==> src/rtl/axil_wr_sched.sv <==
// axil_wr_sched
// Shares the low-priority write port of the AXI-lite write engine between
// NUM_REQ internal requesters. One write is in flight at a time. Winners are
// chosen round-robin, optionally with requester 0 favoured (bounded by a
// starvation guard). A watchdog aborts writes the engine never acknowledges.
//
// Ports:
//   clk, rst       clock and synchronous active-high reset (sequencer port)
//   req_i          per-requester level request
//   addr_i/data_i  per-requester address/data, requester i at [i*32 +: 32]
//   ack_o / err_o  one-cycle completion / timeout pulse to the granted requester
//   wr_adress_o, wr_data_o, wr_req_o, wr_ack_i   write engine handshake
//   busy_o         high whenever the scheduler is not idle
//   grant_idx_o    index of the current or most recent grant
//   timeout_cnt_o  saturating count of aborted writes
module axil_wr_sched #(
  parameter int NUM_REQ    = 4,
  parameter int PRIO0      = 1,
  parameter int STARVE_LIM = 4,
  parameter int TIMEOUT    = 256
) (
  input  logic                       clk,
  input  logic                       rst,
  input  logic [NUM_REQ-1:0]         req_i,
  input  logic [NUM_REQ*32-1:0]      addr_i,
  input  logic [NUM_REQ*32-1:0]      data_i,
  output logic [NUM_REQ-1:0]         ack_o,
  output logic [NUM_REQ-1:0]         err_o,
  output logic [31:0]                wr_adress_o,
  output logic [31:0]                wr_data_o,
  output logic                       wr_req_o,
  input  logic                       wr_ack_i,
  output logic                       busy_o,
  output logic [$clog2(NUM_REQ)-1:0] grant_idx_o,
  output logic [15:0]                timeout_cnt_o
);

  localparam int IDX_W = $clog2(NUM_REQ);
  // The watchdog only needs to reach TIMEOUT-1.
  localparam int WD_W  = (TIMEOUT > 1) ? $clog2(TIMEOUT) : 1;

  localparam logic [1:0] ST_IDLE = 2'd0;
  localparam logic [1:0] ST_WAIT = 2'd1;
  localparam logic [1:0] ST_GAP  = 2'd2;

  logic [1:0]       state_reg;
  logic [IDX_W-1:0] last_grant_reg;
  logic [15:0]      starve_reg;
  logic [WD_W-1:0]  wd_reg;

  logic [31:0] addr_arr [NUM_REQ];
  logic [31:0] data_arr [NUM_REQ];

  genvar gi;
  generate
    for (gi = 0; gi < NUM_REQ; gi++) begin : g_unpack
      assign addr_arr[gi] = addr_i[gi*32 +: 32];
      assign data_arr[gi] = data_i[gi*32 +: 32];
    end
  endgenerate

  // ---------------- arbitration ----------------
  logic             any_req;
  logic             others_waiting;
  logic             prio_win;
  logic             rr_found;
  logic [IDX_W-1:0] cand;
  logic [IDX_W-1:0] rr_idx;
  logic [IDX_W-1:0] win_idx;

  assign any_req        = |req_i;
  assign others_waiting = |req_i[NUM_REQ-1:1];
  assign prio_win       = (PRIO0 != 0) && req_i[0] &&
                          ((STARVE_LIM == 0) || (starve_reg < 16'(STARVE_LIM)));

  // Scan from the requester after the last grant, wrapping. When the guard
  // forces this path and only requester 0 is asking, the scan lands on 0.
  always_comb begin
    rr_found = 1'b0;
    rr_idx   = '0;
    cand     = '0;
    for (int k = 1; k <= NUM_REQ; k++) begin
      cand = IDX_W'((int'(last_grant_reg) + k) % NUM_REQ);
      if (!rr_found && req_i[cand]) begin
        rr_found = 1'b1;
        rr_idx   = cand;
      end
    end
  end

  assign win_idx = prio_win ? '0 : rr_idx;
  assign busy_o  = (state_reg != ST_IDLE);

  // ---------------- sequencing ----------------
  always_ff @(posedge clk) begin
    if (rst) begin
      state_reg      <= ST_IDLE;
      last_grant_reg <= IDX_W'(NUM_REQ - 1);
      starve_reg     <= '0;
      wd_reg         <= '0;
      ack_o          <= '0;
      err_o          <= '0;
      wr_adress_o    <= '0;
      wr_data_o      <= '0;
      wr_req_o       <= 1'b0;
      grant_idx_o    <= '0;
      timeout_cnt_o  <= '0;
    end else begin
      ack_o <= '0;
      err_o <= '0;
      case (state_reg)
        ST_IDLE: begin
          if (any_req) begin
            wr_adress_o <= addr_arr[win_idx];
            wr_data_o   <= data_arr[win_idx];
            wr_req_o    <= 1'b1;
            grant_idx_o <= win_idx;
            wd_reg      <= '0;
            state_reg   <= ST_WAIT;
            // Count only priority grants that bypass someone else waiting.
            if (prio_win && others_waiting) begin
              if (STARVE_LIM != 0)
                starve_reg <= starve_reg + 16'd1;
            end else if ((win_idx != '0) || !others_waiting) begin
              starve_reg <= '0;
            end
          end
        end
        ST_WAIT: begin
          // Ack takes precedence over a coincident timeout.
          if (wr_ack_i) begin
            wr_req_o           <= 1'b0;
            ack_o[grant_idx_o] <= 1'b1;
            last_grant_reg     <= grant_idx_o;
            state_reg          <= ST_GAP;
          end else if ((TIMEOUT != 0) && (wd_reg == WD_W'(TIMEOUT - 1))) begin
            wr_req_o           <= 1'b0;
            err_o[grant_idx_o] <= 1'b1;
            last_grant_reg     <= grant_idx_o;
            state_reg          <= ST_GAP;
            if (timeout_cnt_o != 16'hFFFF)
              timeout_cnt_o <= timeout_cnt_o + 16'd1;
          end else begin
            wd_reg <= wd_reg + WD_W'(1);
          end
        end
        ST_GAP: begin
          // One quiet cycle so the requester can drop req_i after ack_o.
          state_reg <= ST_IDLE;
        end
        default: begin
          state_reg <= ST_IDLE;
        end
      endcase
    end
  end

endmodule

==> config.mk <==
export PLATFORM = sky130hd
export DESIGN_NAME = axil_wr_sched
export DESIGN_NICKNAME = d
export VERILOG_FILES = /design/src/rtl/axil_wr_sched.sv
export SDC_FILE = /design/constraint.sdc
export NUM_CORES = 1
export LEC_CHECK = 0
export ABC_CLOCK_PERIOD_IN_PS = 2800
export BUFFER_PORTS_ARGS = -buffer_cell sky130_fd_sc_hd__buf_2
export CORE_AREA = 2 2 139 141
export DETAILED_ROUTE_END_ITERATION = 8
export DIE_AREA = 0 0 141 143
export GPL_TIMING_DRIVEN = 0
export PLACE_DENSITY = 0.72
export SLEW_MARGIN = 20
export SYNTH_ARGS = -nofsm -noshare
export SYNTH_HDL_FRONTEND = slang
export SYNTH_SLANG_ARGS = --single-unit
==> constraint.sdc <==
create_clock -name clk -period 2.8 [get_ports clk]
set_input_delay 0.14 -clock clk [delete_from_list [all_inputs] [get_ports clk]]
set_output_delay 0.14 -clock clk [all_outputs]
set_load 0.02 [all_outputs]
==> metrics.txt <==
status finished clean; pre-CTS setup slack 340 ps; Final setup viols 0; synth cell count leaders nand2_1, a21oi_1, dfxtp_1, a211o_1, nor2_1; synthesized cell area 6130 µm²; vias in the first global route 6878; hold_buf cts 0; Setup TNS 0 ps; Final Max Tran Viols 0; Clk Latency, worst-skew pair 420 ps; worst-path fanout max 10; final clock skew 9.64 ps; critical path cell sequence buf_2, or3b_1, a21oi_2, o311a_1, buf_4, buf_4, nand2_1, a21oi_1, a211o_1; biggest regs wr_adress_o: 32 flops, wr_data_o: 32 flops; top_reg_cell synth dfxtp_1; # H-tree levels 4; gr usage total 23.7%; max incr delay on CP 400 ps; fraction of layout cells with a size suffix above 1 36.4%; Post-synth ARST share 0%; # port buffers 354; clk root buf clkbuf_16; Crit. End Element register; Synth top area share 38.8%; Critical-path top delay cell or3b_1; Final Worst Setup Slack 364 ps; RePlAce Congestion 0.982; initial antenna violation count 7; Crit path arrival time 2790 ps; Peak supply drop 0.457 mV; Seq. cell area 2380 µm²; CTS Buf Count 17; largest net degree at the start of global routing 17; Hold Crit Class in -> reg; top cells by area, synth dfxtp_1, nand2_1, a21oi_1; routed length per instance 17.3 µm; CP delay by family, top compound AO/OA/AOI/OAI gates; critical path class reg -> reg; CTS clk-pin slew, worst paths 60 ps; fin nets 1467; placed insts 1416; area grow syn2layout 43.6%; crit start category register; crit share post-route 87.0%; worst path bufs/invs 3; core area 18600 µm²; DRT antenna net count 0; I/O Pins 355; initial core utilization 33.0%; initial DRC count 335; Mapped Cells 828; PwrDens 596 nW/µm²; Synth Area per Inst 7.41 µm²; Hold Vio Cnt, Final 0; die area 20200 µm²; WP data required 3160 ps; Worst Tran Pin Value 638 ps; Post-route DRC 0; post_cts resized 0; post-CTS setup buffer count 0; # rows 50; via count 7445; count leader, synth nand2_1; post-synth cell types 52; Leak Pwr 0.00472 µW; final wirelength 25100 µm; grt ovf 0; vias per inst 5.13; Post-Syn Nets 1094; synthesized flop and latch total 119; HPWL Detailed 19400 µm; Die Y-Extent 143 µm; Clock Path Buffers 2; synth warn 0; cell taking the most area after synthesis dfxtp_1; worst relative slew slack 57.0%; post-layout util 47.4%; RSZ-0062 raised after global routing no; sequential fraction of the synthesis area 38.8%; DR pass1 iterations 5; Achievable Freq 0.410 GHz; MaxCap Viol Count 0; Crit path top cell by count buf_4; first-pass GRT wire length 37000 µm; Fill cells 1890; Finished Layout Cells 1450; Final min period 2440 ps; Multi-input gate area 3400 µm²; die width 141 µm; Post-synth EDFFs 0; # clock sinks 119; CTS tree yes
==> logic make-up (layout without fill, tap and decap cells) <==
group | count (synthesis) | count (layout) | synth area share (%)
compound gates | 230 | 230 | 24.0
xor+xnor | 19 | 19 | 2.71
fa+ha+maj | 3 | 3 | 0.612
buf+inv | 60 | 444 | 5.67
flops | 119 | 119 | 38.8
mux | 3 | 3 | 0.510
other cells | 0 | 4 | 0
simple gates | 394 | 394 | 27.6
==> worst register-to-register path: stages, from the launching register on <==
cell and delay, ps:
dfxtp_1 290, buf_2 160, or3b_1 400, a21oi_2 180
o311a_1 340, buf_4 240, buf_4 230, nand2_1 70
a21oi_1 320, a211o_1 160
==> layout make-up <==
class | instances | area share [%]
multi-input cells | 649 | 38.6
flip-flops and latches | 119 | 27.0
repair buffers | 354 | 20.1
clock buffers | 23 | 5.77
plain buffers | 55 | 3.74
well taps | 234 | 3.32
clock inverters | 7 | 1.05
inverters | 5 | 0.213
diodes | 4 | 0.114
==> through the flow <==
stage	total power, µW	cell area, µm²	hold WS, ps
CTS	5300	8800	59.3
floorplan	2560	6130	354
global placement	3060	8200	439
finish	5250	8810	73.7
global route	5480	8810	77.5
detailed placement	3070	8200	443
==> cell usage in the layout (no fill, tap or decap), types with 3 or more instances in the layout <==
cell type / n
clkbuf_16: 17
nand3_1: 12
clkinvlp_4: 3
a31oi_1: 5
buf_4: 11
nand2b_1: 5
nand2_1: 275
buf_2: 383
nor2_1: 41
dfxtp_1: 119
clkbuf_8: 6
clkbuf_1: 9
inv_1: 5
o21ai_0: 4
xnor2_1: 4
and2_1: 8
nand4_1: 7
a21oi_1: 136
xor2_1: 15
a21oi_2: 3
a211o_1: 68
nor4_1: 3
and4_1: 3
and3_1: 4
nor3_1: 16
buf_6: 6
diode_2: 4
ha_1: 3
or3_1: 4
==> metal layers <==
metal  global-route usage (%)  up-vias  part of all wire, %
li1                         -     3617                    -
met1                     28.4     3408                   40
met2                     39.1      351                   47
met3                     7.11       63                  8.6
met4                     11.7        6                  4.0
met5                        0        -                 0.16
==> power by group <==
part	internal, µW	switching (µW)	leakage (µW)
combinational	446	699	0.00345
sequential	1830	66.7	0.000973
clock	1440	776	0.000289
==> path summary, 6_finish.rpt <==
kind | startpoint | end | slack, ps | depth (start not counted)
worst max-delay path | last_grant_reg[1]$_SDFFE_PP1P_ | wr_adress_o[14]$_SDFFE_PP0P_ | 360 | 9
worst min-delay path | addr_i[91] | wr_adress_o[27]$_SDFFE_PP0P_ | 70 | 4
worst max register to register | last_grant_reg[1]$_SDFFE_PP1P_ | wr_adress_o[14]$_SDFFE_PP0P_ | 360 | 9
worst min register to register | wr_data_o[21]$_SDFFE_PP0P_ | wr_data_o[21]$_SDFFE_PP0P_ | 450 | 1
(Power assumes the default switching activity.)
